===== config.mk =====
export PLATFORM = sky130hd
export DESIGN_NAME = bin_to_seg_encoder
export DESIGN_NICKNAME = d
export VERILOG_FILES = /design/src/rtl/seg_pkg.sv /design/src/rtl/seg7_digit_decode.sv /design/src/rtl/bin_to_seg_encoder.sv
export SDC_FILE = /design/constraint.sdc
export NUM_CORES = 1
export LEC_CHECK = 0
export ABC_CLOCK_PERIOD_IN_PS = 3000
export BUFFER_PORTS_ARGS = -buffer_cell sky130_fd_sc_hd__buf_4
export CORE_UTILIZATION = 57
export DETAILED_ROUTE_END_ITERATION = 10
export PLACE_DENSITY = 0.89
export SYNTH_ARGS = -nofsm -noshare
export SYNTH_HDL_FRONTEND = slang
export SYNTH_SLANG_ARGS = --single-unit

===== constraint.sdc =====
create_clock -name clk -period 3 [get_ports clk]
set_input_delay 0.75 -clock clk [delete_from_list [all_inputs] [get_ports clk]]
set_output_delay 0.75 -clock clk [all_outputs]
set_load 0.1 [all_outputs]

===== src/rtl/seg_pkg.sv =====
// Shared types and constants for the binary-to-7-segment encoder.
//   seg_t       : one digit pattern, bit order {DP,G,F,E,D,C,B,A}, active-low
//   SEG_DIGIT   : patterns for decimal digits 0..9
//   state_t     : encoder FSM states
//   pow10       : elaboration-time power of ten for the overflow bound
package seg_pkg;

  typedef logic [7:0] seg_t;

  localparam seg_t SEG_BLANK   = 8'hFF;
  localparam seg_t SEG_DASH    = 8'hBF;
  localparam seg_t SEG_DP_MASK = 8'h7F;

  localparam seg_t SEG_DIGIT [0:9] = '{
    8'hC0, 8'hF9, 8'hA4, 8'hB0, 8'h99,
    8'h92, 8'h82, 8'hF8, 8'h80, 8'h90
  };

  typedef enum logic [1:0] {
    ST_IDLE,
    ST_CONVERT,
    ST_ENCODE
  } state_t;

  function automatic longint unsigned pow10(input int unsigned n);
    longint unsigned p;
    p = 1;
    for (int unsigned k = 0; k < n; k++) begin
      p = p * 10;
    end
    return p;
  endfunction

endpackage


===== src/rtl/seg7_digit_decode.sv =====
// Combinational BCD nibble to 7-segment pattern decoder.
//   nibble : 4-bit BCD digit
//   seg    : active-low pattern; non-decimal nibbles show a dash
module seg7_digit_decode
  import seg_pkg::*;
(
  input  logic [3:0] nibble,
  output seg_t       seg
);

  always_comb begin
    seg = SEG_DASH;
    if (nibble <= 4'd9) begin
      seg = SEG_DIGIT[nibble];
    end
  end

endmodule


===== src/rtl/bin_to_seg_encoder.sv =====
// Iterative double-dabble binary to packed 7-segment encoder.
//   clk, rst  : clock, asynchronous active-low reset
//   in_valid  : request, accepted when in_valid && in_ready
//   in_ready  : idle, able to accept
//   in_data   : unsigned value to display
//   in_dp     : per-digit decimal point enables
//   blank_lz  : blank leading zeros
//   busy      : conversion in progress
//   done      : one-cycle pulse, display updated on the same edge
//   display   : packed patterns, digit i at [i*8+:8]
module bin_to_seg_encoder
  import seg_pkg::*;
#(
  parameter int unsigned NUM_DIGITS = 8,
  parameter int unsigned BIN_WIDTH  = 27
) (
  input  logic                    clk,
  input  logic                    rst,
  input  logic                    in_valid,
  output logic                    in_ready,
  input  logic [BIN_WIDTH-1:0]    in_data,
  input  logic [NUM_DIGITS-1:0]   in_dp,
  input  logic                    blank_lz,
  output logic                    busy,
  output logic                    done,
  output logic [NUM_DIGITS*8-1:0] display
);

  localparam int unsigned BCD_W = 4 * NUM_DIGITS;
  localparam int unsigned CNT_W = $clog2(BIN_WIDTH + 1);
  localparam logic [BIN_WIDTH+3:0] MAX_VAL = (BIN_WIDTH + 4)'(pow10(NUM_DIGITS) - 64'd1);

  state_t state, state_next;

  logic [BCD_W-1:0]      bcd, bcd_adj;
  logic [BIN_WIDTH-1:0]  bin;
  logic [CNT_W-1:0]      cnt;
  logic [NUM_DIGITS-1:0] dp_q;
  logic                  blz_q;
  logic                  ovf;
  logic                  accept;
  logic                  last_iter;

  seg_t                  dec [NUM_DIGITS];
  logic [NUM_DIGITS*8-1:0] disp_next;
  logic                  upper_zero;
  logic                  dp_seen;
  seg_t                  pat;

  assign accept    = in_valid && (state == ST_IDLE);
  assign last_iter = (cnt == CNT_W'(BIN_WIDTH - 1));

  // State register
  always_ff @(posedge clk or negedge rst) begin
    if (!rst) begin
      state <= ST_IDLE;
    end else begin
      state <= state_next;
    end
  end

  // Next-state logic
  always_comb begin
    state_next = state;
    case (state)
      ST_IDLE:    if (in_valid)  state_next = ST_CONVERT;
      ST_CONVERT: if (last_iter) state_next = ST_ENCODE;
      ST_ENCODE:                 state_next = ST_IDLE;
      default:                   state_next = ST_IDLE;
    endcase
  end

  // Status outputs
  always_comb begin
    in_ready = (state == ST_IDLE);
    busy     = (state != ST_IDLE);
  end

  // Add-3 correction applied before every shift
  always_comb begin
    bcd_adj = '0;
    for (int unsigned d = 0; d < NUM_DIGITS; d++) begin
      bcd_adj[d*4+:4] = (bcd[d*4+:4] >= 4'd5) ? bcd[d*4+:4] + 4'd3 : bcd[d*4+:4];
    end
  end

  always_ff @(posedge clk or negedge rst) begin
    if (!rst) begin
      bcd   <= '0;
      bin   <= '0;
      cnt   <= '0;
      dp_q  <= '0;
      blz_q <= 1'b0;
      ovf   <= 1'b0;
    end else if (accept) begin
      bcd   <= '0;
      bin   <= in_data;
      cnt   <= '0;
      dp_q  <= in_dp;
      blz_q <= blank_lz;
      ovf   <= ({4'b0000, in_data} > MAX_VAL);
    end else if (state == ST_CONVERT) begin
      bcd <= {bcd_adj[BCD_W-2:0], bin[BIN_WIDTH-1]};
      bin <= bin << 1;
      cnt <= cnt + CNT_W'(1);
    end
  end

  for (genvar g = 0; g < NUM_DIGITS; g++) begin : g_dec
    seg7_digit_decode u_dec (
      .nibble (bcd[g*4+:4]),
      .seg    (dec[g])
    );
  end

  // Scan from the most significant digit down so the "all higher digits zero"
  // and "a DP at or above this digit" conditions accumulate in one pass.
  always_comb begin
    disp_next  = '1;
    upper_zero = 1'b1;
    dp_seen    = 1'b0;
    pat        = SEG_BLANK;
    for (int unsigned k = 0; k < NUM_DIGITS; k++) begin
      upper_zero = upper_zero && (bcd[(NUM_DIGITS-1-k)*4+:4] == 4'd0);
      dp_seen    = dp_seen || dp_q[NUM_DIGITS-1-k];
      if (ovf) begin
        pat = SEG_DASH;
      end else if (blz_q && (k != NUM_DIGITS - 1) && upper_zero && !dp_seen) begin
        pat = SEG_BLANK;
      end else begin
        pat = dec[NUM_DIGITS-1-k];
      end
      if (dp_q[NUM_DIGITS-1-k]) begin
        pat = pat & SEG_DP_MASK;
      end
      disp_next[(NUM_DIGITS-1-k)*8+:8] = pat;
    end
  end

  always_ff @(posedge clk or negedge rst) begin
    if (!rst) begin
      display <= '1;
      done    <= 1'b0;
    end else begin
      done <= 1'b0;
      if (state == ST_ENCODE) begin
        display <= disp_next;
        done    <= 1'b1;
      end
    end
  end

endmodule


==> results.tsv, run 1 <==
metric	value	unit
worstPathMaxFanout	6	
clkSinkCount	141	
synth_edf_count	0	
hold_viol_final	0	
grt_first_pass_wirelength	28.3	mm
grt_use_total	27.8	%
ys.flop_type	dfrtp_1	
ys_seq_elements	141	
ant_nets	0	
post_cts_resized	0	
grt_max_degree	72	
clock_skew	0.00856	ns
synthTopCellsByArea	dfrtp_1 26%, dfstp_2 23%, ha_1 7.2%	
status	completed	
worstMarginPinSlew	0.778	ns
post-cts-setup-buffers	0	
end_kind	register	
wl_per_cell	16.8	µm
fmax	402	MHz
synth_seq_area_share	49.2	%
hold_buffers	0	
synth_top_cell_by_area	dfrtp_1	
rsz0062_at_grt	false	
place_ws	0.623	ns
reg2reg_to	display[24]$_DFFE_PN1P_	
clock_latency	0.43	ns
antenna_cells	0	
reg2reg_from	bcd[24]$_DFFE_PN0P_	
h-tree-depth	4	
ys_async_sr_fraction	100	%
core_area	12600	µm²
ios	106	
area_growth	21.4	%
cts_root_buf	clkbuf_16	
clk_pin_slew	0.05	ns
holdWs	0.315	ns
avgSynthCellArea	9.67	µm²
placed_area	8270	µm²
drive_gt1_share	26.6	%
synthCells	758	
overflow	0	
hp-class	input pin to async pin	
rows	41	
drcViolationCount	0	
max_cap_violations	0	
r2r_slack	0.51	ns
postLayoutCellArea	8900	µm²
routed_wl	17.4	mm
crit_required	3.37	ns
gp_congestion	0.850	
cts_tree	yes	
slew_viol_final	0	
start_util	58.3	%
cp-start-kind	register	
die_area	13300	µm²
r2r_cells	6	
grt_pass1_vias	5722	
die_x	115	µm
via_count	5959	
die_h	115	µm
antenna_found_initial	0	
cp.arrival	2.85	ns
period_share	82.9	%
num-nets-final	930	
min_period	2.49	ns
cts_buffer_depth	2	
synth_area	7330	µm²
synth.distinct_cells	53	
yosys_warnings	0	
dr.pass1.iters	5	
relSlewSlack	48.0	%
via_per_inst	5.76	
syn_nets	839	
dpl.hpwl	11.4	mm
tns	0	ns
cts_made_buffers	17	
initialDrtViolationCount	358	
synth_top_cell_area_share	26.3	%
fin_ws	0.512	ns
crit_type	register to register	
portBuffers	105	
setup_viol	0	
[cell families after synthesis]
family | after synthesis | synth area share (%)
DFF | 141 | 49.2
and+or+nand+nor | 251 | 16.0
adders and majority gates | 42 | 7.17
xor gates and xnor gates | 14 | 1.67
AOI/OAI and AO/OA | 224 | 20.4
muxes | 10 | 1.43
buffers and inverters | 76 | 4.11
[cell usage in the layout, fill, tap and decap left out, types with 4 or more instances in the layout]
master      count
nor2_1         42
mux2i_1         6
dfrtp_1        77
nand2_1       129
ha_1           42
mux2_2          4
xor2_1          6
o21bai_1        7
nand4_1         4
a21oi_1        47
o22a_1         34
o21ai_0        57
nand3_1        27
inv_1          30
nor2b_1         4
nor3b_1         7
a32o_1          8
o31ai_1        16
clkbuf_16      17
dfstp_2        64
buf_4         115
nand2b_1       15
clkinvlp_4      4
a21boi_0        4
xnor2_1         8
a22oi_1        26
a31oi_1        10
o2bb2ai_1       4
clkbuf_8        5
[worst max-delay path by stage]
stage,startpoint,to,cells past startpoint
final,bcd[24]$_DFFE_PN0P_,display[24]$_DFFE_PN1P_,6
after global routing,bcd[24]$_DFFE_PN0P_,display[24]$_DFFE_PN1P_,6
after CTS,bcd[20]$_DFFE_PN0P_,display[24]$_DFFE_PN1P_,6
after detailed placement,bcd[24]$_DFFE_PN0P_,display[24]$_DFFE_PN1P_,6
after global placement,bcd[24]$_DFFE_PN0P_,display[24]$_DFFE_PN1P_,6
after floorplan,state[1]$_DFFE_PN0P_,in_ready,2
[stage by stage]
step                      utilization [%]  cells
after floorplan                         -    758
after global placement               65.8   1002
after detailed placement             65.8   1002
after CTS                            70.8   1034
after global routing                 70.8   1034
final                                70.8   1034
[cell usage after synthesis, types with 2 or more instances]
master / n
nand2_1: 129
dfrtp_1: 77
dfstp_2: 64
o21ai_0: 57
a21oi_1: 47
ha_1: 42
nor2_1: 42
clkbuf_1: 41
o22a_1: 34
inv_1: 30
nand3_1: 27
a22oi_1: 26
nand2b_1: 16
o31ai_1: 16
a31oi_1: 10
a32o_1: 8
xnor2_1: 8
nor3b_1: 7
o21bai_1: 7
mux2i_1: 6
xor2_1: 6
nor2b_1: 5
a21boi_0: 4
mux2_2: 4
nand4_1: 4
o2bb2ai_1: 4
and2_1: 3
and4b_1: 3
nor4b_1: 3
a21o_1: 2
and4_1: 2
buf_6: 2
or3b_2: 2
[cell type report]
type | count | area [µm²]
clock buffer | 22 | 494
fill | 921 | 3660
inverter | 31 | 116
multi-input combinational | 541 | 3440
sequential | 141 | 3610
clock inverter | 10 | 135
tap | 172 | 215
timing repair buffer | 117 | 895
[registers in the layout, indices dropped and copies added, names as in the netlist]
signal   cells
done         1
state        2
cnt          5
bcd         32
bin         27
display     64
blz_q        1
ovf          1
dp_q         8
[layer usage]
metal  part of all wire, %  vias to the layer above  track usage, %  wire length, µm
li1                      -                     2857               -                -
met1                    44                     2886            36.3             7640
met2                    49                      183            44.8             8440
met3                   5.2                       33            5.86              905
met4                   2.2                        0            12.2              388
met5                     0                        -               0                0
[critical path: stages, from the launching register on]
cell and delay (ns):
dfrtp_1 0.43, inv_1 0.16, ha_1 0.18, nor4b_1 0.54, nand4_1 0.43, o31ai_2 0.48
o22a_1 0.21
Power of run 1 is left out: the tool's default activity adds up to more than one toggle a clock period on the data nets, which glitch-free logic cannot reach.
==> run 2, diff against run 1 <==
- ABC_AREA: unset -> 1
- ABC_CLOCK_PERIOD_IN_PS: 3000 -> 2000
- CORE_UTILIZATION: 57 -> 52
- PLACE_DENSITY: 0.89 -> 0.85
- clock period: 3 -> 2 ns (I/O delays scaled with it)
==> run 2 against run 1 <==
  * Synthesized area up 4.7%
  * Final cell count rose by 17%
  * Critical path depth fell by 4
  * Critical path type is now register to primary output
==> results.tsv, run 2 <==
metric	value	unit	change
ys_top_cells_by_count	174 x nand2_1, 117 x inv_1, 96 x o21ai_0, 92 x nor2_1, 77 x dfrtp_1		
grt_max_degree	59		-18%
synth_top_cell_area_share	25.1	%	-1.2 points
dpl.hpwl	12.4	mm	+8.7%
die_x	124	µm	+7.0%
gp_congestion	0.916		+7.8%
period_share	89.8	%	
ys_seq_elements	141		unchanged
synth_area	7680	µm²	+4.7%
dr.pass1.iters	6		+1
yosys_warnings	0		unchanged
overflow	0		unchanged
clkSinkCount	141		unchanged
hp-class	input pin to register		
min_period	1.80	ns	
layout_common_cells	174 x nand2_1, 117 x inv_1, 110 x buf_4		
cp_top_family	flip-flops		
placed_area	8670	µm²	+4.8%
holdWs	0.288	ns	-0.0266 ns
status	completed		
reg.largest.list	display: 64 flops, bcd: 32 flops, bin: 27 flops		
antenna_cells	0		unchanged
synthTopCellsByArea	dfrtp_1 25%, dfstp_2 22%, nand2_1 8.5%		
worstPathMaxFanout	3		-3
tns	0	ns	unchanged
h-tree-depth	4		unchanged
start_util	53.0	%	-5.3 points
ys_async_sr_fraction	100	%	unchanged
end_kind	primary output		
via_per_inst	5.47		-5.1%
largest_register_ffs	64		unchanged
max_cap_violations	0		unchanged
crit_chain	nor2_4, buf_4		
crit_required	1.50	ns	-1.87 ns
postLayoutCellArea	9300	µm²	+4.4%
cp-start-kind	register		
synth.most_common_cell	nand2_1		
crit_type	register to primary output		
holdCritStartpoint	in_dp[4]		
antenna_found_initial	0		unchanged
slew_viol_final	0		unchanged
ys.flop_type	dfrtp_1		
grt_first_pass_wirelength	30.1	mm	+6.4%
ios	106		unchanged
clock_latency	0.42	ns	about the same
ant_nets	0		unchanged
reg2reg_from	bcd[24]$_DFFE_PN0P_		
drive_gt1_share	24.5	%	-2.1 points
worst_ir_drop_vdd	754	µV	
cts_buffer_depth	2		unchanged
crit_slowest_cell	dfrtp_1		
grt_pass1_vias	6392		+12%
clk_pin_slew	0.06	ns	about the same
core_area	14500	µm²	+15%
cp.arrival	1.30	ns	-1.55 ns
die_h	124	µm	+7.0%
place_inst	1180		+18%
grt_use_total	25.5	%	-2.2 points
area_growth	21.1	%	
num-nets-final	1097		+18%
syn_nets	991		+18%
clock_skew	0.00677	ns	-0.00179 ns
synthCells	910		+20%
cts_made_buffers	17		unchanged
initialDrtViolationCount	531		+48%
routed_wl	18.1	mm	+4.2%
via_count	6631		+11%
final_common_cell	nand2_1		
setup_viol	0		unchanged
startpoint	state[0]$_DFFE_PN0P_		
slowest_delay	0.44	ns	-0.10 ns
fin_util	64.2	%	-6.6 points
cp_num_buf_inv	1		unchanged
synth_seq_area_share	47.0	%	-2.2 points
power_density	1700	nW/µm²	
cts_root_buf	clkbuf_16		
portBuffers	105		unchanged
synth_edf_count	0		unchanged
fmax	557	MHz	
regMostFlops	display		
post-cts-setup-buffers	0		unchanged
drcViolationCount	0		unchanged
die_area	15300	µm²	+15%
avgSynthCellArea	8.44	µm²	-13%
wl_per_cell	14.9	µm	-11%
worstMarginPinSlew	0.587	ns	-0.191 ns
synth_top_cell_by_area	dfrtp_1		
synth.distinct_cells	44		-17%
relSlewSlack	60.9	%	+13 points
leakage	4.46	nW	
cts_tree	yes		
rows	44		+7.3%
rsz0062_at_grt	false		
layout.cells.non_filler	1213		+17%
hold_viol_final	0		unchanged
[run 2: changes by cell type in the layout (fill, tap and decap cells not counted), moves of 26 or more]
cell	previous run	this run
inv_1	30	117
o22a_1	34	7
nand2_1	129	174
o21ai_0	57	96
nor2_1	42	92
a22oi_1	26	0
[run 2: cells by family (layout without fill, tap and decap cells)]
family,Yosys count,in the layout,synth area share [%]
adder cells (fa/ha/maj),42,42,6.84
AO/OA/AOI/OAI,217,217,16.9
AND/OR/NAND/NOR,345,345,20.1
XOR/XNOR,7,7,0.798
buffers and inverters,158,277,8.38
flip-flops,141,141,47.0
[run 2: tightest hold or removal path, stage by stage]
cell	delay (ns)
buf_4	0.08
nand2_1	0.04
nand2_1	0.05
[run 2: area by class of cell]
cell class,count,area (µm²)
timing repair buffer,116,927
clock inverter,11,140
fill,1160,5180
tap,184,230
clock buffer,21,470
inverter,129,484
sequential,141,3610
multi-input combinational,611,3430
[run 2: report_power, final]
group,internal [mW],total (mW),switching [mW]
clock,2.05,3.23,1.18
sequential,4.06,4.90,0.837
combinational,2.18,7.71,5.53
[run 2: final timing paths]
check	endpoint	slack (ns)	cells past startpoint
worst max-delay path	in_ready	0.20	2
worst max register to register	display[8]$_DFFE_PN1P_	0.22	8
max in group asynchronous	display[59]$_DFFE_PN1P_	0.79	3
worst min register to register	display[31]$_DFFE_PN1P_	0.43	1
worst min-delay path	dp_q[4]$_DFFE_PN0P_	0.29	3
min in group asynchronous	blz_q$_DFFE_PN0P_	0.56	2
[run 2: metal layers]
| layer | up-vias | part of all wire [%] | GRT usage, % |
|---|---|---|---|
| li1 | 3217 | - | - |
| met1 | 3166 | 43 | 33.0 |
| met2 | 201 | 49 | 41.2 |
| met3 | 47 | 4.3 | 4.94 |
| met4 | 0 | 3.1 | 12.3 |
| met5 | - | 0 | 0 |
[run 2: per-stage QoR]
| step | total power, mW | setup slack (ns) |
|---|---|---|
| after detailed placement | 12.5 | 0.212 |
| after global routing | 16.9 | 0.0407 |
| after floorplan | 10.8 | -0.0158 |
| after CTS | 15.8 | 0.195 |
| final | 15.8 | 0.204 |
| after global placement | 12.3 | 0.218 |
[run 2: timing repair]
| item | 4_1_cts | 5_1_grt |
|---|---|---|
| hold endpoints to repair | 14 | 0 |
| resized for setup | 0 | 1 |
| endpoints found under the setup margin | 0 | 1 |
| hold buffers | 1 | 0 |
No activity file was read; power rests on OpenSTA's default activity.
==> run 3, diff against run 2 <==
- CORE_ASPECT_RATIO: unset -> 0.75
==> run 3 against run 2 <==
  * Non-clock buffer count up 3
  * Critical path type unchanged
  * Register-to-register slack barely moved
  * Highest routed layer unchanged
  * Routed wire length up 6.9%
==> results.tsv, run 3 (synthesis gave the netlist of run 2 again) <==
metric	value	unit	change
holdWs	0.286	ns	-0.00246 ns
wl_per_cell	15.7	µm	+5.2%
crit_chain	nor2_4, buf_4		
die_x	142	µm	+15%
grt_max_degree	46		-22%
cts_buffer_depth	2		unchanged
hp-class	input pin to register		
routed_wl	19.3	mm	+6.9%
gp_congestion	0.927		+1.2%
antenna_cells	0		unchanged
portBuffers	105		unchanged
max_cap_violations	0		unchanged
grt_pass1_vias	6452		+0.94%
cp.arrival	1.28	ns	-0.02 ns
final_common_cell	nand2_1		
ant_nets	0		unchanged
num-nets-final	1100		+0.27%
antenna_found_initial	0		unchanged
cts_tree	yes		
die_area	15300	µm²	about the same
via_count	6789		+2.4%
power_density	1730	nW/µm²	+1.4%
relSlewSlack	59.8	%	-1.1 points
post_cts_resized	0		unchanged
grt_use_total	26.8	%	+1.3 points
reg.largest.list	display: 64 flops, bcd: 32 flops, bin: 27 flops		
start_util	53.1	%	+0.092 points
holdCritStartpoint	in_dp[4]		
fin_util	64.6	%	+0.41 points
min_period	1.78	ns	-0.0139 ns
clock_skew	0.00990	ns	+0.00312 ns
area_growth	21.6	%	
crit_slowest_cell	dfrtp_1		
slowest_delay	0.44	ns	about the same
leakage	4.48	nW	+0.40%
ios	106		unchanged
worst_ir_drop_vdd	845	µV	+12%
hold_viol_final	0		unchanged
seq_area	3610	µm²	unchanged
cp_num_buf_inv	1		unchanged
cp_top_family	flip-flops		
nFillCells	1173		+1.1%
cts_made_buffers	17		unchanged
grt_first_pass_wirelength	32.0	mm	+6.2%
crit_required	1.50	ns	about the same
startpoint	state[0]$_DFFE_PN0P_		
worstMarginPinSlew	0.602	ns	+0.0151 ns
reg2reg_from	bcd[20]$_DFFE_PN0P_		
status	completed		
rows	38		-14%
h-tree-depth	4		unchanged
drcViolationCount	0		unchanged
multi_input_area	3430	µm²	about the same
clkSinkCount	141		unchanged
crit_type	register to primary output		
cts_root_buf	clkbuf_16		
period_share	89.1	%	-0.69 points
overflow	0		unchanged
fmax	561	MHz	+0.78%
rsz0062_at_grt	false		
drive_gt1_share	24.5	%	+0.026 points
end_kind	primary output		
regMostFlops	display		
worstPathMaxFanout	3		unchanged
core_area	14500	µm²	-0.17%
dpl.hpwl	13.3	mm	+7.0%
setup_viol	0		unchanged
dr.pass1.iters	5		-1
initialDrtViolationCount	730		+37%
largest_register_ffs	64		unchanged
clk_pin_slew	0.06	ns	about the same
slew_viol_final	0		unchanged
totalPowerFinal	16.1	mW	+1.9%
cp-start-kind	register		
layout_common_cells	174 x nand2_1, 117 x inv_1, 114 x buf_4		
die_h	107	µm	-13%
tns	0	ns	unchanged
via_per_inst	5.51		+0.80%
clock_latency	0.42	ns	about the same
[run 3: area by class of cell]
type                       instances  area share [%]
multi-input combinational        611            36.8
inverter                         129            5.19
timing repair buffer             119            10.0
tap                              200            2.68
clock buffer                      21            4.93
sequential                       141            38.6
clock inverter                    11            1.77
[run 3: through the flow]
step                cell area (µm²)  cells  setup WS [ns]
CTS                            9340   1232          0.210
floorplan                      7680    910        -0.0158
finish                         9340   1232          0.218
detailed placement             8700   1199          0.322
global placement               8700   1199          0.383
global route                   9340   1232          0.117
[run 3: timing repair]
action	in CTS	in global routing
setup buffers	0	0
hold endpoints to repair	8	0
hold buffers	1	0
[run 3: power breakdown]
group,internal (mW),switching (mW),leakage [nW]
sequential,4.06,0.851,1.63
clock,2.15,1.20,0.307
combinational,2.19,5.70,2.54
total,8.40,7.74,4.48
[run 3: routing by layer]
| layer | up-vias | GRT usage, % | wire, µm |
|---|---|---|---|
| li1 | 3226 | - | - |
| met1 | 3237 | 37.8 | 8930 |
| met2 | 290 | 41.2 | 8770 |
| met3 | 36 | 4.91 | 1220 |
| met4 | 0 | 10.1 | 424 |
| met5 | - | 0 | 0 |
[run 3: final timing paths]
path / end / slack [ns] / depth (start not counted)
max: in_ready / 0.22 / 2
min: dp_q[4]$_DFFE_PN0P_ / 0.29 / 3
max reg2reg: display[30]$_DFFE_PN1P_ / 0.22 / 8
min reg2reg: display[47]$_DFFE_PN1P_ / 0.45 / 1
max in group asynchronous: display[7]$_DFFE_PN1P_ / 0.89 / 3
min in group asynchronous: bcd[23]$_DFFE_PN0P_ / 0.50 / 2
[run 3: worst min-delay path, stage by stage]
cell and delay (ns):
buf_4 0.08, nand2_1 0.05, nand2_1 0.05
